File: src/rtl/cellrv32_rst_gen.sv
// System reset generator: external reset filter, internal reset stretcher and reset-cause tracking.
// Define CELLRV32_RST_SWREQ_EN to add the software reset request input sw_rstn_i (cause code 11).
`timescale 1ns/100ps

module cellrv32_rst_gen #(
    parameter int unsigned EXT_FILTER_LEN = 4,
    parameter int unsigned RST_STRETCH    = 16
) (
    input  logic       clk_i,
    input  logic       rstn_ext_i,
    input  logic       wdt_rstn_i,
    input  logic       dbg_rstn_i,
`ifdef CELLRV32_RST_SWREQ_EN
    input  logic       sw_rstn_i,
`endif
    output logic       rstn_ext_o,
    output logic       rstn_int_o,
    output logic [1:0] rst_cause_o,
    output logic       rst_busy_o
);

    localparam int unsigned CntW = (RST_STRETCH > 1) ? $clog2(RST_STRETCH) : 1;
    localparam logic [CntW-1:0] CntLoad = CntW'(RST_STRETCH - 1);

    typedef enum logic [1:0] {
        StReset,
        StHold,
        StRun
    } state_e;

    logic [EXT_FILTER_LEN-1:0] r_filter;
    state_e                    r_state;
    logic [CntW-1:0]           r_cnt;
    logic                      r_int;
    logic [1:0]                r_cause;
    logic                      r_busy;

    state_e                    w_state_nxt;
    logic [CntW-1:0]           w_cnt_nxt;
    logic                      w_int_nxt;
    logic [1:0]                w_cause_nxt;
    logic                      w_wdt_req;
    logic                      w_dbg_req;
    logic                      w_sw_req;
    logic                      w_any_req;
    logic [1:0]                w_req_cause;
    logic                      w_ext_ok;

    assign w_wdt_req = ~wdt_rstn_i;
    assign w_dbg_req = ~dbg_rstn_i;
`ifdef CELLRV32_RST_SWREQ_EN
    assign w_sw_req  = ~sw_rstn_i;
`else
    assign w_sw_req  = 1'b0;
`endif
    assign w_any_req = w_wdt_req | w_dbg_req | w_sw_req;
    assign w_ext_ok  = &r_filter;

    // Fixed priority: WDT over debugger over software.
    always_comb begin
        w_req_cause = 2'b00;
        if (w_wdt_req) begin
            w_req_cause = 2'b01;
        end else if (w_dbg_req) begin
            w_req_cause = 2'b10;
        end else if (w_sw_req) begin
            w_req_cause = 2'b11;
        end
    end

    always_comb begin
        w_state_nxt = r_state;
        w_cnt_nxt   = r_cnt;
        w_int_nxt   = r_int;
        w_cause_nxt = r_cause;
        unique case (r_state)
            StReset: begin
                if (w_ext_ok) begin
                    w_state_nxt = StHold;
                    w_cnt_nxt   = CntLoad;
                end
            end
            StHold: begin
                // A request during hold restarts the stretch from this cycle.
                if (w_any_req) begin
                    w_cnt_nxt   = CntLoad;
                    w_cause_nxt = w_req_cause;
                end else if (r_cnt == '0) begin
                    w_state_nxt = StRun;
                    w_int_nxt   = 1'b1;
                end else begin
                    w_cnt_nxt = r_cnt - 1'b1;
                end
            end
            StRun: begin
                if (w_any_req) begin
                    w_state_nxt = StHold;
                    w_cnt_nxt   = CntLoad;
                    w_int_nxt   = 1'b0;
                    w_cause_nxt = w_req_cause;
                end
            end
            default: begin
                w_state_nxt = StReset;
                w_int_nxt   = 1'b0;
            end
        endcase
    end

    always_ff @(posedge clk_i or negedge rstn_ext_i) begin
        if (!rstn_ext_i) begin
            r_filter <= '0;
            r_state  <= StReset;
            r_cnt    <= '0;
            r_int    <= 1'b0;
            r_cause  <= 2'b00;
            r_busy   <= 1'b1;
        end else begin
            r_filter <= {r_filter[EXT_FILTER_LEN-2:0], 1'b1};
            r_state  <= w_state_nxt;
            r_cnt    <= w_cnt_nxt;
            r_int    <= w_int_nxt;
            r_cause  <= w_cause_nxt;
            r_busy   <= (w_state_nxt != StRun);
        end
    end

    assign rstn_ext_o  = w_ext_ok;
    assign rstn_int_o  = r_int;
    assign rst_cause_o = r_cause;
    assign rst_busy_o  = r_busy;

endmodule

File: config.mk
export PLATFORM = sky130hd
export DESIGN_NAME = cellrv32_rst_gen
export DESIGN_NICKNAME = d
export VERILOG_FILES = /design/src/rtl/cellrv32_rst_gen.sv
export SDC_FILE = /design/constraint.sdc
export NUM_CORES = 1
export LEC_CHECK = 0
export BUFFER_PORTS_ARGS = -buffer_cell sky130_fd_sc_hd__buf_2
export CAP_MARGIN = 25
export CORE_MARGIN = 5
export CORE_UTILIZATION = 41
export CTS_BUF_LIST = sky130_fd_sc_hd__clkbuf_8
export DETAILED_ROUTE_END_ITERATION = 8
export PLACE_DENSITY = 0.62
export RECOVER_POWER = 100
export SETUP_SLACK_MARGIN = 0.1
export SKIP_CTS_REPAIR_TIMING = 1
export SKIP_LAST_GASP = 1
export SYNTH_ARGS = -nofsm -noshare
export SYNTH_HDL_FRONTEND = slang
export SYNTH_SLANG_ARGS = --single-unit
File: constraint.sdc
create_clock -name clk_i -period 4.1 [get_ports clk_i]
set_input_delay 0.615 -clock clk_i [delete_from_list [all_inputs] [get_ports clk_i]]
set_output_delay 0.615 -clock clk_i [all_outputs]
set_load 0.01 [all_outputs]
==> results list, run 1 <==
* Total design power: 0.491 mW
- STA classifies the critical path startpoint as a register.
* Sequential element share of the synthesized area: 49.2%
- After global routing the overflow that remains totals 0.
* Area grow syn2layout: 11.2%
- Max-cap viol count: 0
- Cells with a size suffix above 1 make up ~16% of the layout.
* Vias in the first global route: between 400 and 500
- The netlist uses 24 different library cells.
* Final Hold Vio Count: 0
- Counting flops with a built-in enable in the synthesized netlist gives 0.
- The synthesized netlist devotes 17.3% of its cell area to compound gates.
- Total of warnings raised by yosys: 0
- Across the VDD grid, the largest voltage drop is 0.318 mV.
- Setup repair after global routing missed its margin: no
- Maximum clock path buffer count: 2
- After clock tree synthesis, the clock-pin slew on the worst setup and hold paths is 60 ps.
- The floorplan step defined a core boundary enclosing 1690 um2.
- Endpoint kind of the worst setup timing path: register
* Largest net degree at the start of global routing: 15
- Xor/xnor share of the synthesized area: 0%
- The clock drives 14 sinks.
- At the worst endpoint, the required time is 4230 ps.
- In this run the number of H-tree levels came out at 1.
- Post-route design area: 795 um2
- Adder-cell share of the synthesized area: 10.5%
* First-pass GRT wire length: 2150 um
* Cts bufs inserted: 3
- Total routed wirelength: 1310 um
- Final Slew Violations: 0
- In the final routed layout, each cell accounts on average for roughly 14 um.
- The detailed router placed 516 vias in this run.
- Final weighted congestion in routability-driven placement: approximately 0.79
* Power density over the cells: 618 nW/um2
* Die ar.: 2680 um2
- By area, the combinational part of the netlist is dominated by compound AO/OA/AOI/OAI gates.
* Width of the chip: 51.7 um
- Pin placement for this block handled 9 I/O pins.
- Summed over all nets, the half-perimeter wirelength after detailed placement is 1000 um.
- Top cell type by total area after synthesis: sky130_fd_sc_hd__dfrtp_1
* Proportion of synthesized flip-flops having asynchronous set or reset: 100%
- Gate count of the mapped netlist: 65
* First-pass iteration count of the detailed router: 4
- Top fanout value on the critical path: 6
* Final net count: 88
- Result of the run: finished, final reports clean
- Total leakage power: 0.374 nW
* Mapped Nets: 75
- STA puts the critical path data arrival time at roughly 2000 ps.
- In this run the core area contains 15 standard-cell rows.
* Number of DRC violations after detailed-routing iteration 0: 5
* Number of nets still failing antenna checks after routing: 0
- Fin crit share: 46.3%
* Total standard cell area after synthesis: ~700 um2
- Leading register cell type out of synthesis: sky130_fd_sc_hd__dfrtp_1
- Clock tree synthesis selected as its root buffer the cell sky130_fd_sc_hd__clkbuf_8.
- Post-route setup TNS: 0 ps
- Fin util: a little under half
* Starting density of the core: 42.3%
- The share of synthesized area in the top cell type comes to 45.5%.
- In this run, synthesis produced a sequential element count of 14.
* Most area-consuming cells after synthesis: sky130_fd_sc_hd__dfrtp_1 46%, sky130_fd_sc_hd__ha_1 11%, sky130_fd_sc_hd__inv_1 4.7%
- Post-Synth Simple-Gate Area: 14.5%
- In the routed design, unresolved DRC markers number 0.
* Fmax: 0.526 GHz
- The repair_antennas step left the layout with diodes totalling 0.
* Post-detailed-placement cell area: between 700 and 800 um2
- For the pin with the worst max-slew slack, the measured transition is about 750 ps.
- Max Clock Skew: about 2.4 ps
- Worst slew slack as a fraction of its limit: 50.0%
- Setup violations remaining at the end of the flow were counted as 0.
- Final period demand of the worst path: 1900 ps
- Number of vias per cell after detailed routing: 5.49
- Antenna violations before repair: 0
* Chip Height: about 52 um
* Later-pin clock latency in the skew report: 250 ps
- GRT Overall Usage: between 10% and 20%
- After synthesis, the mean cell area works out to 11.0 um2.
- Multiplexer fraction of the synthesized cell area: between 3 and 4%
- Buffers placed on the I/O ports in this run total 8.
- TritonCTS built the clock tree.
- Crit Path Category: reg -> reg
- Worst Hold Class: reg -> reg
[per-layer routing]
metal	global-route usage, %	part of all wire, %	up-vias
li1	-	-	255
met1	13.5	46	248
met2	18.0	47	8
met3	3.72	4.3	5
met4	6.55	2.7	0
met5	0	0	-
[registers in the layout, indices dropped and copies added, names as in the netlist]
register	flops
r_cnt	4
r_filter	4
r_state	2
rst_busy_o	1
rst_cause_o	2
rstn_int_o	1
[power breakdown]
| part | internal [mW] | switching (mW) | total [mW] | leakage, nW |
|---|---|---|---|---|
| registers | 0.173 | 0.0225 | 0.195 | 0.155 |
| clock network | 0.0851 | 0.0485 | 0.134 | 0.0288 |
| logic | 0.0667 | 0.0959 | 0.163 | 0.191 |
[cells in the mapped netlist, types with 2 or more instances]
library cell / instances
sky130_fd_sc_hd__o21ai_0: 4
sky130_fd_sc_hd__a31oi_1: 3
sky130_fd_sc_hd__dfrtp_1: 13
sky130_fd_sc_hd__nand3_1: 3
sky130_fd_sc_hd__nand2_1: 3
sky130_fd_sc_hd__nor3_1: 4
sky130_fd_sc_hd__inv_1: 9
sky130_fd_sc_hd__ha_1: 6
sky130_fd_sc_hd__and3_1: 2
sky130_fd_sc_hd__a21oi_1: 3
sky130_fd_sc_hd__mux2_2: 2
[per-stage QoR]
step | worst slack (ps) | std cells | hold slack [ps]
after floorplan | 2580 | 65 | 319
after global placement | 2400 | 90 | 376
after detailed placement | 2400 | 90 | 384
after CTS | 2370 | 94 | 265
after global routing | 1980 | 94 | 387
final | 2200 | 94 | 372
[layout make-up]
type	instances	area, um2
fillers	170	895
flip-flops and latches	14	352
multi-input cells	42	299
clock buffers	4	55.1
repair buffers	8	33.8
inverters	9	33.8
well taps	17	21.3
[worst paths after layout]
kind / slack, ps / from / cells past startpoint / endpoint
min in group asynchronous: 410 / rstn_ext_i / 1 / r_filter[1]
setup reg to reg: 2200 / r_state[1] / 6 / r_cnt[3]
hold / removal: 370 / r_filter[0] / 0 / r_filter[1]
setup / recovery: 2200 / r_state[1] / 6 / r_cnt[3]
hold reg to reg: 370 / r_filter[0] / 0 / r_filter[1]
max in group asynchronous: 3220 / rstn_ext_i / 1 / r_cnt[1]
[critical path, cell delays in order, from the launching register on]
cell	delay (ps)
sky130_fd_sc_hd__dfrtp_1	430
sky130_fd_sc_hd__inv_1	110
sky130_fd_sc_hd__ha_1	240
sky130_fd_sc_hd__nand3_1	130
sky130_fd_sc_hd__a2111oi_0	570
sky130_fd_sc_hd__a31oi_1	150
sky130_fd_sc_hd__a21boi_0	150
[logic make-up after synthesis]
kind of cell,after synthesis
simple gates,17
compound gates,16
flops,14
buf+inv,9
fa+ha+maj,6
mux,2
other cells,1
[cell usage in the layout, fill, tap and decap left out, types with 4 or more instances in the layout]
cell,Yosys,final
sky130_fd_sc_hd__o21ai_0,4,4
sky130_fd_sc_hd__dfrtp_1,13,13
sky130_fd_sc_hd__nand3_1,3,4
sky130_fd_sc_hd__clkbuf_8,0,4
sky130_fd_sc_hd__nor3_1,4,4
sky130_fd_sc_hd__ha_1,6,6
sky130_fd_sc_hd__inv_1,9,9
sky130_fd_sc_hd__clkbuf_1,0,5
No activity file was read; power rests on OpenSTA's default activity.
==> run 2, diff against run 1 <==
ABC_AREA = 1   (was default)
PLACE_DENSITY = 0.61   (was 0.62)
clock period = 1.87 ns   (was 4.1 ns; I/O delays follow)
==> results list, run 2 <==
- Cts bufs inserted: 3 (unchanged)
- Cell repeated most along the worst path: sky130_fd_sc_hd__nand2_1
- Number of nets still failing antenna checks after routing: 0 (unchanged)
- The number of top-level pins came to 9 (unchanged).
* Starting density of the core: 43.9% (+1.6 points)
- On the critical path the largest part of the delay comes from simple AND/OR/NAND/NOR gates.
- Maximum clock path buffer count: 2 (unchanged)
- The smallest hold slack was 272 ps (-101 ps).
- Final count of negative-setup-slack endpoints: 0 (unchanged)
* Register share of total power: 37.8% (-1.9 points)
- The minimum clock period after layout was 1500 ps (-399 ps).
* Synth unique cells: 20 (-17%)
* Number of vias per cell after detailed routing: 4.48 (-18%)
* Clock share of power: 22.9% (-4.3 points)
- By instance count, the leading cell after synthesis is sky130_fd_sc_hd__nand2_1.
- The net switching power of the design came to 0.494 mW (+200%).
* Actual slew at the worst max-slew pin: 769 ps (+18.1 ps)
- The number of antenna violations at the first check in global routing came to 0 (unchanged).
- Core Area: 1760 um2 (+4.4%)
- The net count after synthesis is 100 (+33%).
- Pint: 0.767 mW (+140%)
- Synthesized area per cell: 8.61 um2 (-22%)
* Final HPWL from detailed placement: 1030 um (+3.2%)
* Total of warnings raised by yosys: 0 (unchanged)
- STA classifies the critical path startpoint as a register.
- Reg-to-reg critical path endpoint: r_cnt[2]
- CP max stage delay: 410 ps (-160 ps)
- Among all flip-flop cells after synthesis, the most frequent one is sky130_fd_sc_hd__dfrtp_1.
- In this run the worst hold path is classified as in -> reg.
* Result of the run: finished, final reports clean
* Die ar.: 2860 um2 (+6.7%)
* CTS tree: yes
* Leading cell types in the layout, fill and taps excluded: 26 x sky130_fd_sc_hd__nand2_1, 13 x sky130_fd_sc_hd__dfrtp_1, 12 x sky130_fd_sc_hd__inv_1, 8 x sky130_fd_sc_hd__nor2_1, 8 x sky130_fd_sc_hd__nand3_1
- The peak clock frequency supported by timing was 0.666 GHz (+27%).
- Most area-consuming cells after synthesis: sky130_fd_sc_hd__dfrtp_1 42%, sky130_fd_sc_hd__nand2_1 12%, sky130_fd_sc_hd__ha_1 9.7%
* Final Slew Violations: 0 (unchanged)
* Root Buffer Master: sky130_fd_sc_hd__clkbuf_8
- The synthesized design spends more area on one cell type than any other, namely sky130_fd_sc_hd__dfrtp_1.
- The worst clock skew on the final layout came to 6.26 ps (+3.85 ps).
- The overall global routing resource usage is 11.6% (+0.15 points).
- Total routed wirelength: 1270 um (-3.2%)
- CP max stage cell: sky130_fd_sc_hd__dfrtp_1
* Proportion of synthesized flip-flops having asynchronous set or reset: 100% (unchanged)
* Crit Path Category: reg -> reg
- Worst reg2reg path depth: 8 (+2)
- The number of cells traversed by the worst hold path came to 2 (+2).
- The ratio of cells with drive above 1 in the final layout was 14.6% (-1.0 points).
* Launching point of the worst reg2reg path: r_state[1]
- Number of DRC violations after detailed-routing iteration 0: 8 (+3)
* I/O Buffers: 8 (unchanged)
- Walking the worst path, the cells encountered are inv_1 > ha_1 > inv_1 > nor2_8 > nand3_4 > nand2_1 > nand2_1 > nand2_1.
* Later-pin clock latency in the skew report: 240 ps (about the same)
- The detailed-route wire length per cell was 9.91 um (-29%).
* Post-synthesis sequential element count: 14 (unchanged)
- The antenna diode count was 0 (unchanged).
* Fin crit share: 80.3% (+34 points)
* Total standard cell area after synthesis: 774 um2 (+8.4%)
* Sequential element share of the synthesized area: 45.4% (-3.8 points)
- The library cell used most frequently in the layout, excluding fill and tap cells, is sky130_fd_sc_hd__nand2_1.
- The maximum number of pins on one net before global-route repair came to 15 (unchanged).
- The total number of placement rows came to 15 (unchanged).
- The number of buffers and inverters on the critical path is 2 (+1).
- The part of the power in combinational logic is 39.3% (+6.2 points).
* Hold path startpoint: wdt_rstn_i
- Post-route setup TNS: 0 ps (unchanged)
- Setup repair after global routing missed its margin: no
* Portion of synthesized cell area occupied by the leading cell type: 42.0% (-3.5 points)
- The residual DRC count is 0 (unchanged).
* Area grow syn2layout: 16.0%
* Launch point of the worst path: r_state[1]
* Switching share of power: 39.2% (+5.2 points)
- First-pass iteration count of the detailed router: 4 (unchanged)
* Fin worst setup slack: 369 ps (-1830 ps)
* First-pass GRT wire length: 2370 um (+9.9%)
- The register-to-register path setup slack was 370 ps (-1830 ps).
- By count the netlist is led by 25 x sky130_fd_sc_hd__nand2_1, 13 x sky130_fd_sc_hd__dfrtp_1, 11 x sky130_fd_sc_hd__inv_1.
* Num Clock Sinks: 14 (unchanged)
* Clock edge transition at the registers on the reported setup and hold paths: 60 ps (about the same)
- The count of maximum capacitance violations was 0 (unchanged).
* # H-tree levels: 1 (unchanged)
- The die span in y came to 53.5 um (+3.3%).
- EDFF count, synth: 0 (unchanged)
- The number of nets in the layout was 114 (+30%).
* Top fanout value on the critical path: 6 (unchanged)
- Total leakage power: 0.472 nW (+26%)
- The die width is 53.5 um (+3.3%).
- Worst vdd rail ir drop: 0.871 mV (+170%)
- Hold endpoint: rst_cause_o[0]
- GRT Residual Overflow: 0 (unchanged)
- Gate count of the mapped netlist: 90 (+38%)
- The worst path arrival time came to 1670 ps (-360 ps).
- Worst endpoint required time: 2040 ps (-2190 ps)
- Setup slack after placement: 423 ps (-1980 ps)
- The number of global-route vias before repair came to 552 (+13%).
* Final weighted congestion in routability-driven placement: 0.834 (+5.0%)
- Via count: 573 (+11%)
- Endpoint kind of the worst setup timing path: register
- The remaining max-slew budget at the tightest pin was 48.8% (-1.2 points).
* Final Hold Vio Count: 0 (unchanged)
- The total power density per cell area was 1400 nW/um2 (+130%).
- The largest registers in the layout are r_cnt x4, r_filter x4.
run 2: cell types whose count changed in the layout (fill, tap and decap cells not counted), sizes merged, moves of 3 or more:
cell,change
a31oi,-3
inv,+4
nor2,+9
nand3,+5
nor3,-4
nand2,+27
run 2: worst max path at each step:
stage / endpoint / cells after the start
detailed placement: rst_busy_o / 9
CTS: rst_busy_o / 9
global placement: rst_busy_o / 9
global route: rst_busy_o / 9
finish: r_cnt[2] / 8
floorplan: rst_busy_o / 9
run 2: layout make-up:
class                           count  area [um2]
Inverter                           13        48.8
Multi-Input combinational cell     63         369
Tap cell                           25        31.3
Timing Repair Buffer                9        42.5
Fill cell                         186         866
Clock buffer                        4        55.1
Sequential cell                    14         352
run 2: power by group through the flow:
stage,combinational [mW],clock [mW],sequential [mW]
floorplan,0.386,0,0.484
global placement,0.516,0,0.481
detailed placement,0.522,0,0.483
CTS,0.524,0.293,0.477
global route,0.578,0.320,0.496
finish,0.496,0.288,0.477
run 2: per-stage QoR:
stage	total power [mW]	cell area, um2	util, %	cells
3_3_place_gp	0.997	846	47.9	123
4_1_cts	1.29	901	51.1	127
2_1_floorplan	0.869	774	-	90
5_1_grt	1.39	898	50.9	128
6_report	1.26	898	50.9	128
3_5_place_dp	1.00	846	47.9	123
run 2: layer usage:
layer	share of wire [%]	GRT usage, %
met1	53	16.7
met2	42	15.9
met3	4.1	3.66
met4	1.1	3.83
met5	0	0
run 2: logic make-up (layout without fill, tap and decap cells):
| kind of cell | count (synthesis) | count (layout) | synth area share [%] |
|---|---|---|---|
| other | 1 | 1 | 0.484 |
| and+or+nand+nor | 52 | 52 | 35.1 |
| adders and majority gates | 6 | 6 | 9.69 |
| AOI/OAI and AO/OA | 4 | 4 | 3.07 |
| buffers and inverters | 13 | 26 | 6.30 |
| DFF | 14 | 14 | 45.4 |
==> run 3, diff against run 2 <==
clock period = 1.5 ns   (was 1.87 ns; I/O delays follow)
==> results list, run 3 (synthesized netlist as in run 2, its figures left out) <==
- The startpoint identified for the worst register-to-register timing path is r_state[0].
* Busiest grt layer: met2
- Setup slack after placement: 75.3 ps (-348 ps)
- The number of buffers between clock root and the deepest sink was 2 (unchanged).
- I/O Buffers: 8 (unchanged)
- Result of the run: finished, final reports clean
- Worst vdd rail ir drop: 0.858 mV (-1.5%)
- Hold path startpoint: wdt_rstn_i
- Post-route setup TNS: 0 ps (unchanged)
- Number of nets still failing antenna checks after routing: 0 (unchanged)
- Final weighted congestion in routability-driven placement: 0.868 (+4.1%)
* Setup repair after global routing missed its margin: yes
- The largest individual stage delay along the critical path comes from the cell sky130_fd_sc_hd__dfrtp_1.
- Top fanout value on the critical path: 5 (-1)
* Registers with the highest flip-flop counts: r_cnt x4, r_filter x4
* Worst reg2reg path depth: 8 (unchanged)
* Die ar.: 2860 um2 (unchanged)
- The remaining max-slew budget at the tightest pin is 51.9% (+3.1 points).
- The die width came to 53.5 um (unchanged).
- The register-to-register path setup slack came to 150 ps (-220 ps).
* Number of DRC violations after detailed-routing iteration 0: 7 (-1)
- Fin worst setup slack: 149 ps (-220 ps)
- The library cell used most frequently in the layout, excluding fill and tap cells, is sky130_fd_sc_hd__nand2_1.
* Cells on Worst Hold Path: 2 (unchanged)
- Root Buffer Master: sky130_fd_sc_hd__clkbuf_8
- The minimum clock period after layout is 1350 ps (-150 ps).
- CP max stage delay: 490 ps (+80 ps)
* Final Slew Violations: 0 (unchanged)
* Largest net degree at the start of global routing: 15 (unchanged)
- Worst Hold Class: in -> reg
- Power density over the cells: 1710 nW/um2 (+22%)
- Number of rows in the core area: 15 (unchanged)
- Later-pin clock latency in the skew report: 240 ps (about the same)
- Number of inserted diodes: 0 (unchanged)
- Area grow syn2layout: 25.7%
* GRT Residual Overflow: 0 (unchanged)
- The critical path required time came to 1630 ps (-410 ps).
- Endpoint arrival time on the critical path: 1480 ps (-190 ps)
* Max-cap viol count: 0 (unchanged)
- The via count was 626 (+9.2%).
- The residual DRC count came to 0 (unchanged).
- The number of top-level pins came to 9 (unchanged).
- Total design power: 1.67 mW (+32%)
* Final count of negative-setup-slack endpoints: 0 (unchanged)
* Category of the worst setup path launch point: register
- Final Hold Vio Count: 0 (unchanged)
- The die span in y is 53.5 um (unchanged).
* Met1 GRT Util: 15.4% (-1.3 points)
* Total routed wirelength: 1400 um (+10%)
* First-pass GRT wire length: 2360 um (-0.30%)
- The final worst-path cycle share came to 90.1% (+9.8 points).
- Met3 demand-to-capacity share in global routing: 3.38% (-0.28 points)
- CTS tree: yes
- The clock net sink count was 14 (unchanged).
* Met2 Track Usage GR: 17.1% (+1.2 points)
- In this design, the largest share of critical-path delay is due to flip-flops.
- In the layout the commonest cells are 25 x sky130_fd_sc_hd__nand2_1, 13 x sky130_fd_sc_hd__dfrtp_1, 8 x sky130_fd_sc_hd__inv_1, 8 x sky130_fd_sc_hd__nand3_1, 7 x sky130_fd_sc_hd__buf_4.
- Actual slew at the worst max-slew pin: 722 ps (-46.8 ps)
- Fmax: 0.740 GHz (+11%)
- The critical path is of the reg -> reg type.
* DR WL/cell: 10.3 um (+4.4%)
- The worst hold path terminates at rst_cause_o[0].
- Vias in the first global route: 590 (+6.9%)
- The number of buffers added by the clock tree synthesis step is 3 (unchanged).
* Final HPWL from detailed placement: 1030 um (about the same)
- Final net count: 121 (+6.1%)
- The CTS clock-pin slew for the worst setup and hold paths is 50 ps (about the same).
- Total leakage power: 0.501 nW (+6.2%)
- Core Area: 1760 um2 (unchanged)
* Fraction of final layout cells with drive strength greater than 1: 28.2% (+14 points)
* First-pass iteration count of the detailed router: 4 (unchanged)
* Antenna violations before repair: 0 (unchanged)
* # H-tree levels: 1 (unchanged)
- Endpoint kind of the worst setup timing path: register
- Combined buffer and inverter count along the critical path: 1 (-1)
- Reg-to-reg critical path endpoint: r_cnt[3]
* GRT Overall Usage: 11.8% (+0.20 points)
- Number of vias per cell after detailed routing: 4.64 (+3.6%)
- The worst clock skew on the final layout was 2.62 ps (-3.65 ps).
- The effective utilization at floorplan is 43.9% (unchanged).
- List of cells traversed by the critical path: inv_2 > ha_2 > nand2_4 > nand2_2 > nor2_4 > nand2_2 > nand2_1 > nand2_1
==> run 3: where the power goes <==
| part | switching (mW) | internal (mW) |
|---|---|---|
| registers | 0.110 | 0.501 |
| clock network | 0.123 | 0.232 |
| logic | 0.415 | 0.287 |
==> run 3: layout make-up <==
cell class,instances,area [um2]
Inverter,13,48.8
Sequential cell,14,352
Clock buffer,4,55.1
Multi-Input combinational cell,63,392
Fill cell,180,791
Timing Repair Buffer,16,95.1
Tap cell,25,31.3
==> run 3: through the flow <==
step	std cells	utilization [%]	hold slack [ps]	instance area, um2
floorplan	90	-	-70.6	774
global placement	124	48.4	134	853
detailed placement	124	48.4	139	853
CTS	128	51.5	-128	908
global route	135	55.2	252	973
finish	135	55.2	218	973
==> run 3: how the worst max path moves through the flow <==
stage,startpoint,end,cells past startpoint
2_1_floorplan,r_state[1],rst_busy_o,9
3_3_place_gp,r_state[1],rst_busy_o,9
3_5_place_dp,r_state[1],rst_busy_o,9
4_1_cts,r_state[1],rst_busy_o,9
5_1_grt,r_state[0],r_cnt[1],8
6_report,r_state[0],r_cnt[3],8
==> run 3: routing by layer <==
metal,up-vias,part of all wire (%)
li1,318,-
met4,0,1.6
met1,284,45
met2,20,47
met3,4,6.2
met5,-,0
==> run 3: worst reg2reg max path: stages, from the launching register on <==
cell and delay (ps):
sky130_fd_sc_hd__dfrtp_1 490, sky130_fd_sc_hd__inv_2 70, sky130_fd_sc_hd__ha_2 220, sky130_fd_sc_hd__nand2_4 90
sky130_fd_sc_hd__nand2_2 60, sky130_fd_sc_hd__nor2_4 130, sky130_fd_sc_hd__nand2_2 90, sky130_fd_sc_hd__nand2_1 60
sky130_fd_sc_hd__nand2_1 40
